==> config.mk <==
export PLATFORM = sky130hd
export DESIGN_NAME = alu_share_arbiter_flat
export DESIGN_NICKNAME = d
export VERILOG_FILES = /design/src/rtl/alu_share_arbiter_if.sv /design/src/rtl/alu_share_arbiter.sv /design/src/flat_wrapper.sv
export SDC_FILE = /design/constraint.sdc
export NUM_CORES = 1
export LEC_CHECK = 0
export ABC_AREA = 1
export BUFFER_PORTS_ARGS = -buffer_cell sky130_fd_sc_hd__buf_2
export CAP_MARGIN = 40
export CORE_ASPECT_RATIO = 1.25
export CORE_MARGIN = 3
export CORE_UTILIZATION = 35
export DETAILED_ROUTE_END_ITERATION = 12
export PLACE_DENSITY = 0.72
export REMOVE_ABC_BUFFERS = 1
export SKIP_LAST_GASP = 1
export SYNTH_ARGS = -nofsm -noshare
export SYNTH_HDL_FRONTEND = slang
export SYNTH_SLANG_ARGS = --single-unit
==> constraint.sdc <==
create_clock -name clk -period 2.85 [get_ports clk]
set_input_delay 0.1425 -clock clk [delete_from_list [all_inputs] [get_ports clk]]
set_output_delay 0.1425 -clock clk [all_outputs]
set_load 0.03 [all_outputs]
==> src/rtl/alu_share_arbiter_if.sv <==
// alu_share_arbiter_if: one requester's operation handshake and held response to the shared ALU sequencer.
interface alu_share_arbiter_if #(
    parameter int WIDTH = 32
);
    logic valid;
    logic ready;
    logic altOp;
    logic [3:0] func;
    logic [WIDTH-1:0] data1;
    logic [WIDTH-1:0] data2;
    logic respValid;
    logic respReady;
    logic [WIDTH-1:0] result;
    logic cond;
    modport master (
        output valid, altOp, func, data1, data2, respReady,
        input ready, respValid, result, cond
    );
    modport slave (
        input valid, altOp, func, data1, data2, respReady,
        output ready, respValid, result, cond
    );
endinterface

==> src/rtl/alu_share_arbiter.sv <==
// alu_share_arbiter: round-robin sharing of one external ALU between execute (r0) and branch/compare (r1).
module alu_share_arbiter #(
    parameter int WIDTH = 32,
    parameter int EXEC_CYCLES = 1
) (
    input  logic clk,
    input  logic reset_n,
    alu_share_arbiter_if.slave r0,
    alu_share_arbiter_if.slave r1,
    output logic alu_altOp,
    output logic [3:0] alu_func,
    output logic [WIDTH-1:0] alu_data1,
    output logic [WIDTH-1:0] alu_data2,
    input  logic [WIDTH-1:0] alu_dataOut,
    input  logic alu_beqOut
);
    typedef enum logic [1:0] {IDLE, SETTLE, RESP} stateType;
    stateType state, nextState;
    logic lastGrant, owner, accept, ownerDone;
    logic [3:0] count;
    logic [WIDTH-1:0] result;
    logic cond;

    // A tie goes to whichever requester was not served last.
    always_comb begin
        r0.ready = reset_n && state == IDLE && r0.valid && (!r1.valid || lastGrant);
        r1.ready = reset_n && state == IDLE && r1.valid && (!r0.valid || !lastGrant);
        accept = r0.ready || r1.ready;
        ownerDone = owner ? r1.respReady : r0.respReady;
        nextState = state == IDLE && accept ? SETTLE
                  : state == SETTLE && count == '0 ? RESP
                  : state == RESP && ownerDone ? IDLE : state;
        r0.respValid = state == RESP && !owner;
        r1.respValid = state == RESP && owner;
        r0.result = result;
        r1.result = result;
        r0.cond = cond;
        r1.cond = cond;
    end

    // The ALU only ever sees registered operands, never the live request buses.
    always_ff @(posedge clk) begin
        if (!reset_n) begin
            state <= IDLE;
            lastGrant <= 1'b1;
            owner <= 1'b0;
            count <= '0;
            alu_altOp <= 1'b0;
            alu_func <= '0;
            alu_data1 <= '0;
            alu_data2 <= '0;
            result <= '0;
            cond <= 1'b0;
        end else begin
            state <= nextState;
            if (accept) begin
                owner <= r1.ready;
                lastGrant <= r1.ready;
                alu_altOp <= r1.ready ? r1.altOp : r0.altOp;
                alu_func <= r1.ready ? r1.func : r0.func;
                alu_data1 <= r1.ready ? r1.data1 : r0.data1;
                alu_data2 <= r1.ready ? r1.data2 : r0.data2;
                count <= 4'(EXEC_CYCLES - 1);
            end
            if (state == SETTLE) begin
                if (count != '0) count <= count - 4'd1;
                else begin
                    result <= alu_dataOut;
                    cond <= alu_beqOut;
                end
            end
        end
    end
endmodule

==> src/flat_wrapper.sv <==
// flat-port wrapper written by rule: the top's interface ports become plain ports
module alu_share_arbiter_flat 
#(
    parameter int WIDTH = 32,
    parameter int EXEC_CYCLES = 1
)
  (clk, reset_n, alu_altOp, alu_func, alu_data1, alu_data2, alu_dataOut, alu_beqOut, r0_valid, r0_altOp, r0_func, r0_data1, r0_data2, r0_respReady, r0_ready, r0_respValid, r0_result, r0_cond, r1_valid, r1_altOp, r1_func, r1_data1, r1_data2, r1_respReady, r1_ready, r1_respValid, r1_result, r1_cond);
  alu_share_arbiter_if #(.WIDTH(WIDTH)) r0_i ();
  alu_share_arbiter_if #(.WIDTH(WIDTH)) r1_i ();
  input  logic clk;
  input  logic reset_n;
  output logic alu_altOp;
  output logic [3:0] alu_func;
  output logic [WIDTH-1:0] alu_data1;
  output logic [WIDTH-1:0] alu_data2;
  input  logic [WIDTH-1:0] alu_dataOut;
  input  logic alu_beqOut;
  input wire logic [$bits(r0_i.valid)-1:0] r0_valid;
  input wire logic [$bits(r0_i.altOp)-1:0] r0_altOp;
  input wire logic [$bits(r0_i.func)-1:0] r0_func;
  input wire logic [$bits(r0_i.data1)-1:0] r0_data1;
  input wire logic [$bits(r0_i.data2)-1:0] r0_data2;
  input wire logic [$bits(r0_i.respReady)-1:0] r0_respReady;
  output wire logic [$bits(r0_i.ready)-1:0] r0_ready;
  output wire logic [$bits(r0_i.respValid)-1:0] r0_respValid;
  output wire logic [$bits(r0_i.result)-1:0] r0_result;
  output wire logic [$bits(r0_i.cond)-1:0] r0_cond;
  input wire logic [$bits(r1_i.valid)-1:0] r1_valid;
  input wire logic [$bits(r1_i.altOp)-1:0] r1_altOp;
  input wire logic [$bits(r1_i.func)-1:0] r1_func;
  input wire logic [$bits(r1_i.data1)-1:0] r1_data1;
  input wire logic [$bits(r1_i.data2)-1:0] r1_data2;
  input wire logic [$bits(r1_i.respReady)-1:0] r1_respReady;
  output wire logic [$bits(r1_i.ready)-1:0] r1_ready;
  output wire logic [$bits(r1_i.respValid)-1:0] r1_respValid;
  output wire logic [$bits(r1_i.result)-1:0] r1_result;
  output wire logic [$bits(r1_i.cond)-1:0] r1_cond;
  assign r0_i.valid = r0_valid;
  assign r0_i.altOp = r0_altOp;
  assign r0_i.func = r0_func;
  assign r0_i.data1 = r0_data1;
  assign r0_i.data2 = r0_data2;
  assign r0_i.respReady = r0_respReady;
  assign r0_ready = r0_i.ready;
  assign r0_respValid = r0_i.respValid;
  assign r0_result = r0_i.result;
  assign r0_cond = r0_i.cond;
  assign r1_i.valid = r1_valid;
  assign r1_i.altOp = r1_altOp;
  assign r1_i.func = r1_func;
  assign r1_i.data1 = r1_data1;
  assign r1_i.data2 = r1_data2;
  assign r1_i.respReady = r1_respReady;
  assign r1_ready = r1_i.ready;
  assign r1_respValid = r1_i.respValid;
  assign r1_result = r1_i.result;
  assign r1_cond = r1_i.cond;
  alu_share_arbiter #(.WIDTH(WIDTH), .EXEC_CYCLES(EXEC_CYCLES)) u_core (.clk(clk), .reset_n(reset_n), .r0(r0_i), .r1(r1_i), .alu_altOp(alu_altOp), .alu_func(alu_func), .alu_data1(alu_data1), .alu_data2(alu_data2), .alu_dataOut(alu_dataOut), .alu_beqOut(alu_beqOut));
endmodule
==> summary.md, run 1 <==
| Metric | Value |
|---|---|
| Max Buffers Root-to-Sink | 2 |
| Post-synthesis mux area share | 0 |
| Post-DP HPWL | 13.48 mm |
| HP Start | alu_dataOut[7] |
| Die width | 122.7 um |
| Sw frac | 0.3841 |
| First-pass GRT wire length | 30.02 mm |
| Wire per inst | 13.15 um |
| Gr ovfl total | 0 |
| CP startpoint | u_core.state[1]$_SDFFE_PP0P_ |
| Area of the multi-input gates | 2695 um^2 |
| H-tree depth reported by CTS | 3 |
| Worst Setup Slack post-DPL | 0.7793 ns |
| Post-CTS Repair Setup Buffers | 0 |
| Total power draw | 4.551 mW |
| NetSw | 1.748 mW |
| DR DRC count | 0 |
| Internal power | 2.803 mW |
| Synth Cell Area | 5961 um^2 |
| DR iter-0 viols | 292 |
| Root Buffer | clkbuf_16 |
| Cells after synthesis | 987 |
| Main combinational cell family by area after synthesis | simple AND/OR/NAND/NOR gates |
| Largest area contributor in the netlist | dfxtp_1 |
| Synth Area in Simple Gates | 0.3478 |
| Final #Nets | 1,433 |
| Max Freq | 0.4587 GHz |
| Chip height | 151.9 um |
| Setup ws final | 0.6698 ns |
| Cts bufs inserted | 9 |
| # diodes | 0 |
| Via count | 6,715 |
| Share of cells above drive strength 1 | 0.2778 |
| Crit path capture type | output pin |
| Complex-gate fraction of the synthesized area | 0.09761 |
| Synth Area in Adders | 0.002099 |
| Power share of the clock group | 0.279 |
| GRT Total Usage | 0.1987 |
| Boundary Pins | 316 |
| CP Launch Type | flip-flop |
| Vias per cell | 4.549 |
| CTS tree | done |
| Avg Inst Size Synth | 6.039 um^2 |
| Period utilization | 0.7650 |
| Largest net degree at the start of global routing | 84 |
| Worst Path Required | 2.71 ns |
| Final std cells w/o fill | 1,476 |
| Reg-to-reg startpoint | u_core.state[1]$_SDFFE_PP0P_ |
| Placed Area | 7453 um^2 |
| Worst slew pin tran | 0.7188 ns |
| M1 GR Usage | 0.2312 |
| Core Region | 16,460 um^2 |
| Met2 GRT Util | 0.3448 |
| Max_slew headroom | 0.5208 |
| FILL cells | 1,670 |
| Cells after DPL | 1,435 |
| Final hold vios | 0 |
| Area fraction of the dominant cell type after synthesis | 0.3694 |
| Sequential area share after synthesis | 0.3694 |
| Initial core utilization | 0.3621 |
| CP arrival | 2.04 ns |
| Final setup fails | 0 |
| Part of the power in combinational logic | 0.326 |
| Post-layout min period | 2.180 ns |
| Ranking of synthesized cells by area | dfxtp_1 (37%), nor2_1 (18%), nand2_1 (9.8%) |
| First-pass DRT Iterations | 6 |
| GRT Max-Usage Layer | met2 |
| Max rail drop VDD | 0.0002759 V |
| Initial antenna violation count | 0 |
| Clock transition at the registers of the reported paths | 0.08 ns |
| Post-Synth XOR/XNOR Area | 0.001469 |
| Kind of critical path | reg2out |
| DIE AREA | 18,640 um^2 |
| Most common cell after layout, fill and taps aside | buf_2 |
| Critical Path Fanout Max | 46 |
| Worst-skew pair later-pin latency | 0.36 ns |
| Synth-to-Final Area Change | 34.19% |
| Max Transition Viols Final | 0 |
| Design area | 7999 um^2 |
| Yosys cell types | 23 |
| Routed wire length | 19.41 mm |
| LEAKAGE | 4.641 nW |
| Final ANT Viol Nets | 0 |
| Met3 GRT Util | 0.04872 |
| Final hold slack | 0.01565 ns |
| Skew final | 0.01142 ns |
| Post-CTS resize count | 0 |
| Max Cap Viol | 0 |
| Synth Register Bits | 110 |
| Yosys warns | 0 |
| Register Area | 2202 um^2 |
| Cell Rows | 52 |
| # hold bufs at CTS | 25 |
| Reg power frac | 0.396 |
| Reg2reg setup slack | 0.81 ns |
| Most frequent cells in the layout | buf_2 (314), nor2_1 (281), nand2_1 (154) |
| PD cells | 568.9 nW/um^2 |
| Routability cong. | 0.7847 |
| Sink Count | 110 |
| Number of global-route vias before repair | 6,134 |
| Unrepaired setup endpoints after global routing | false |
| HP Class | in2reg |
| Port-buffer cells | 315 |
| Outcome | complete, no violations |
-- per-stage QoR --
stage,TNS (ns),utilization
floorplan,-103.47,-
global placement,0,0.4511
detailed placement,0,0.4528
CTS,0,0.4859
global route,0,0.4859
finish,0,0.4859
-- path summary, 6_finish.rpt --
kind                                                    endpoint  depth (start not counted)
worst min register to register        u_core.count[1]$_SDFF_PN0_                          2
worst min-delay path            u_core.r0.result[7]$_SDFFE_PN0P_                          3
worst max-delay path                                    r1_ready                          5
worst max register to register        u_core.count[2]$_SDFF_PN0_                          7
-- registers in the layout, summed over array words and instances (netlist names), 2 cells and up --
| name | count |
|---|---|
| u_core.alu_data1 | 32 |
| u_core.alu_data2 | 32 |
| u_core.alu_func | 4 |
| u_core.count | 4 |
| u_core.r0.result | 32 |
| u_core.state | 2 |
-- logic make-up (layout without fill, tap and decap cells) --
family | after synthesis | count (layout)
fa+ha+maj | 1 | 1
compound gates | 114 | 114
simple gates | 516 | 516
xor+xnor | 1 | 1
buf+inv | 245 | 518
flops | 110 | 110
-- cell type report --
class	instances	share of cell area
tap	216	0.03379
sequential	110	0.2753
clock buffer	9	0.02816
inverter	151	0.07086
clock inverter	7	0.008760
timing repair buffer	351	0.2462
multi-input combinational	632	0.3369
-- synthesized netlist by cell type (all sizes together) --
cell	count
a21oi	8
buf	64
clkbuf	30
dfxtp	110
ha	1
inv	151
nand2	156
nand3	72
nand4	3
nor2	285
o211ai	1
o21ai	103
o21bai	1
o31ai	1
xor2	1
-- layer usage --
layer	vias up	part of all wire	routed length, um
met5	-	0	0
met4	0	0.026	502
met3	27	0.085	1641
met2	280	0.49	9490
met1	2938	0.40	7774
li1	3470	-	-
-- worst max-delay path, stage by stage, from the launching register on --
cell and delay (ns):
dfxtp_1 0.50, nor2_4 0.09, nand2_4 0.36, buf_4 0.38, nor2_1 0.10, buf_2 0.22
-- power groups by stage --
stage          combinational, mW  clock, mW  sequential [mW]
3_5_place_dp                1.46          0             1.83
5_1_grt                     1.63       1.36             1.82
6_report                    1.48       1.27             1.80
2_1_floorplan              0.532          0             2.24
4_1_cts                     1.49       1.31             1.80
3_3_place_gp                1.45          0             1.83
Note: power is estimated with default switching activity, not from simulation.
==> run 2, diff against run 1 <==
Settings changed: PLACE_DENSITY 0.72 to 0.74.
Clock period 2.85 ns to 1.8 ns, I/O delays scaled along.
==> summary.md, run 2 (synthesis results as in run 1) <==
| Metric | Value |
|---|---|
| PD cells | 909.0 nW/um^2 |
| Outcome | complete, no violations |
| Crit path max-delay cell type | dfxtp_1 |
| First-pass DRT Iterations | 5 |
| Initial core utilization | 0.3621 |
| Largest registers | u_core.alu_data1: 32 flops, u_core.alu_data2: 32 flops, u_core.r0.result: 32 flops |
| Sink Count | 110 |
| Most common cell after layout, fill and taps aside | buf_2 |
| Final #Nets | 1,450 |
| GRT Total Usage | 0.1954 |
| Worst path bufs/invs | 1 |
| H-tree depth reported by CTS | 3 |
| Crit path capture type | output pin |
| Setup_tns | 0 ns |
| Max Transition Viols Final | 0 |
| Skew final | 0.007987 ns |
| Port-buffer cells | 315 |
| Max_slew headroom | 0.6065 |
| Worst slew pin tran | 0.5903 ns |
| Gr ovfl total | 0 |
| Max Buffers Root-to-Sink | 2 |
| HP Class | in2reg |
| CTS tree | done |
| Clock transition at the registers of the reported paths | 0.08 ns |
| Worst Setup Slack post-DPL | 0.2317 ns |
| CP Launch Type | flip-flop |
| Worst-skew pair later-pin latency | 0.35 ns |
| Cells after DPL | 1,444 |
| Max Freq | 0.5908 GHz |
| Setup ws final | 0.1074 ns |
| DR iter-0 viols | 334 |
| Period utilization | 0.9403 |
| Chip height | 151.9 um |
| Share of cells above drive strength 1 | 0.2811 |
| Routed wire length | 19.17 mm |
| Number of global-route vias before repair | 6,279 |
| Max incr delay on CP | 0.39 ns |
| Max Cap Viol | 0 |
| Kind of critical path | reg2out |
| Reg2Reg Depth | 8 |
| Post-DP HPWL | 13.61 mm |
| DR DRC count | 0 |
| Initial antenna violation count | 1 |
| Placed Area | 7576 um^2 |
| Boundary Pins | 316 |
| Critical Path Fanout Max | 9 |
| Worst Path Required | 1.71 ns |
| Core Region | 16,460 um^2 |
| CP arrival | 1.60 ns |
| DIE AREA | 18,640 um^2 |
| LEAKAGE | 4.761 nW |
| Unrepaired setup endpoints after global routing | false |
| Cts bufs inserted | 9 |
| Post-layout min period | 1.693 ns |
| Most frequent cells in the layout | buf_2 (314), nor2_1 (281), nand2_1 (154) |
| Final setup fails | 0 |
| HP Start | r0_altOp |
| Crit path max-delay family | simple AND/OR/NAND/NOR gates |
| Crit path cell chain | nor2_4 -> nand2_4 -> nor2_1 -> buf_2 |
| Final std cells w/o fill | 1,493 |
| Post-CTS Repair Setup Buffers | 0 |
| Final ANT Viol Nets | 0 |
| Hold EP | u_core.alu_altOp$_SDFFE_PN0P_ |
| Worst Hold Path Cells | 5 |
| Wire per inst | 12.84 um |
| Via count | 6,694 |
| Vias per cell | 4.484 |
| Design area | 8240 um^2 |
| Final hold vios | 0 |
| Synth-to-Final Area Change | 38.25% |
| First-pass GRT wire length | 29.79 mm |
| Crit Reg-Reg Endpoint | u_core.r0.result[30]$_SDFFE_PN0P_ |
| Reg-to-reg startpoint | u_core.count[0]$_SDFF_PN0_ |
| Reg2reg setup slack | 0.15 ns |
| Routability cong. | 0.8409 |
| # diodes | 0 |
| Root Buffer | clkbuf_16 |
| FILL cells | 1,644 |
| Largest net degree at the start of global routing | 54 |
| Max rail drop VDD | 0.0004475 V |
| Die width | 122.7 um |
| Cell Rows | 52 |
[run 2: cell types whose count changed in the layout (fill, tap and decap cells not counted), sizes merged]
cell	change
buf	+9
bufinv	+2
clkbuf	+1
clkinv	-2
clkinvlp	-1
dlygate4sd3	+8
[run 2: worst max path at each step]
stage                                             from                                 to  slack, ns  cells past startpoint
after floorplan           u_core.state[1]$_SDFFE_PP0P_      u_core.alu_altOp$_SDFFE_PN0P_      -2.51                      5
after global placement      u_core.count[0]$_SDFF_PN0_  u_core.r0.result[30]$_SDFFE_PN0P_       0.26                      8
after detailed placement    u_core.count[0]$_SDFF_PN0_  u_core.r0.result[13]$_SDFFE_PN0P_       0.23                      7
after CTS                 u_core.state[1]$_SDFFE_PP0P_                           r0_ready        0.1                      4
after global routing      u_core.state[1]$_SDFFE_PP0P_                           r0_ready       0.03                      4
final                     u_core.state[1]$_SDFFE_PP0P_                           r0_ready       0.11                      4
[run 2: area by class of cell]
| type | count | area, um^2 | share of cell area |
|---|---|---|---|
| repair buffers | 368 | 2176 | 0.2640 |
| multi-input cells | 632 | 2695 | 0.3271 |
| flip-flops and latches | 110 | 2202 | 0.2672 |
| inverters | 151 | 566.8 | 0.06878 |
| well taps | 216 | 270.3 | 0.03280 |
| clock inverters | 6 | 91.34 | 0.01108 |
| clock buffers | 10 | 239.0 | 0.02900 |
[run 2: metal layers]
metal	global-route usage	wire, um
met1	0.2200	7611
met2	0.3610	9713
met3	0.04165	1545
met4	0.05870	303
met5	0	0
[run 2: through the flow]
step / power [mW] / utilization / hold WS [ns]
floorplan: 4.390 / - / 0.1909
global placement: 5.231 / 0.4602 / 0.3087
detailed placement: 5.257 / 0.4602 / 0.3201
CTS: 7.560 / 0.5004 / 0.05206
global route: 7.899 / 0.5006 / 0.08611
finish: 7.490 / 0.5006 / 0.06655
[run 2: worst register-to-register path, stage by stage (launching register included)]
cell and delay, ns:
dfxtp_1 0.30, inv_1 0.12, ha_1 0.20, nand3_1 0.23, nor2_4 0.16, inv_1 0.05
buf_4 0.23, nor2_1 0.19, nor2_1 0.06
[run 2: what timing repair did]
item	in CTS	in global routing
hold buffers	33	0
endpoints found under the hold margin	33	0
endpoints found under the setup margin	0	1
gates resized for setup	0	1
[run 2: report_power, final]
| group | internal (mW) | leakage [nW] | switching, mW | total, mW |
|---|---|---|---|---|
| clock | 1.27 | 0.163 | 0.966 | 2.24 |
| combinational | 0.817 | 3.69 | 1.59 | 2.41 |
| sequential | 2.70 | 0.906 | 0.149 | 2.85 |
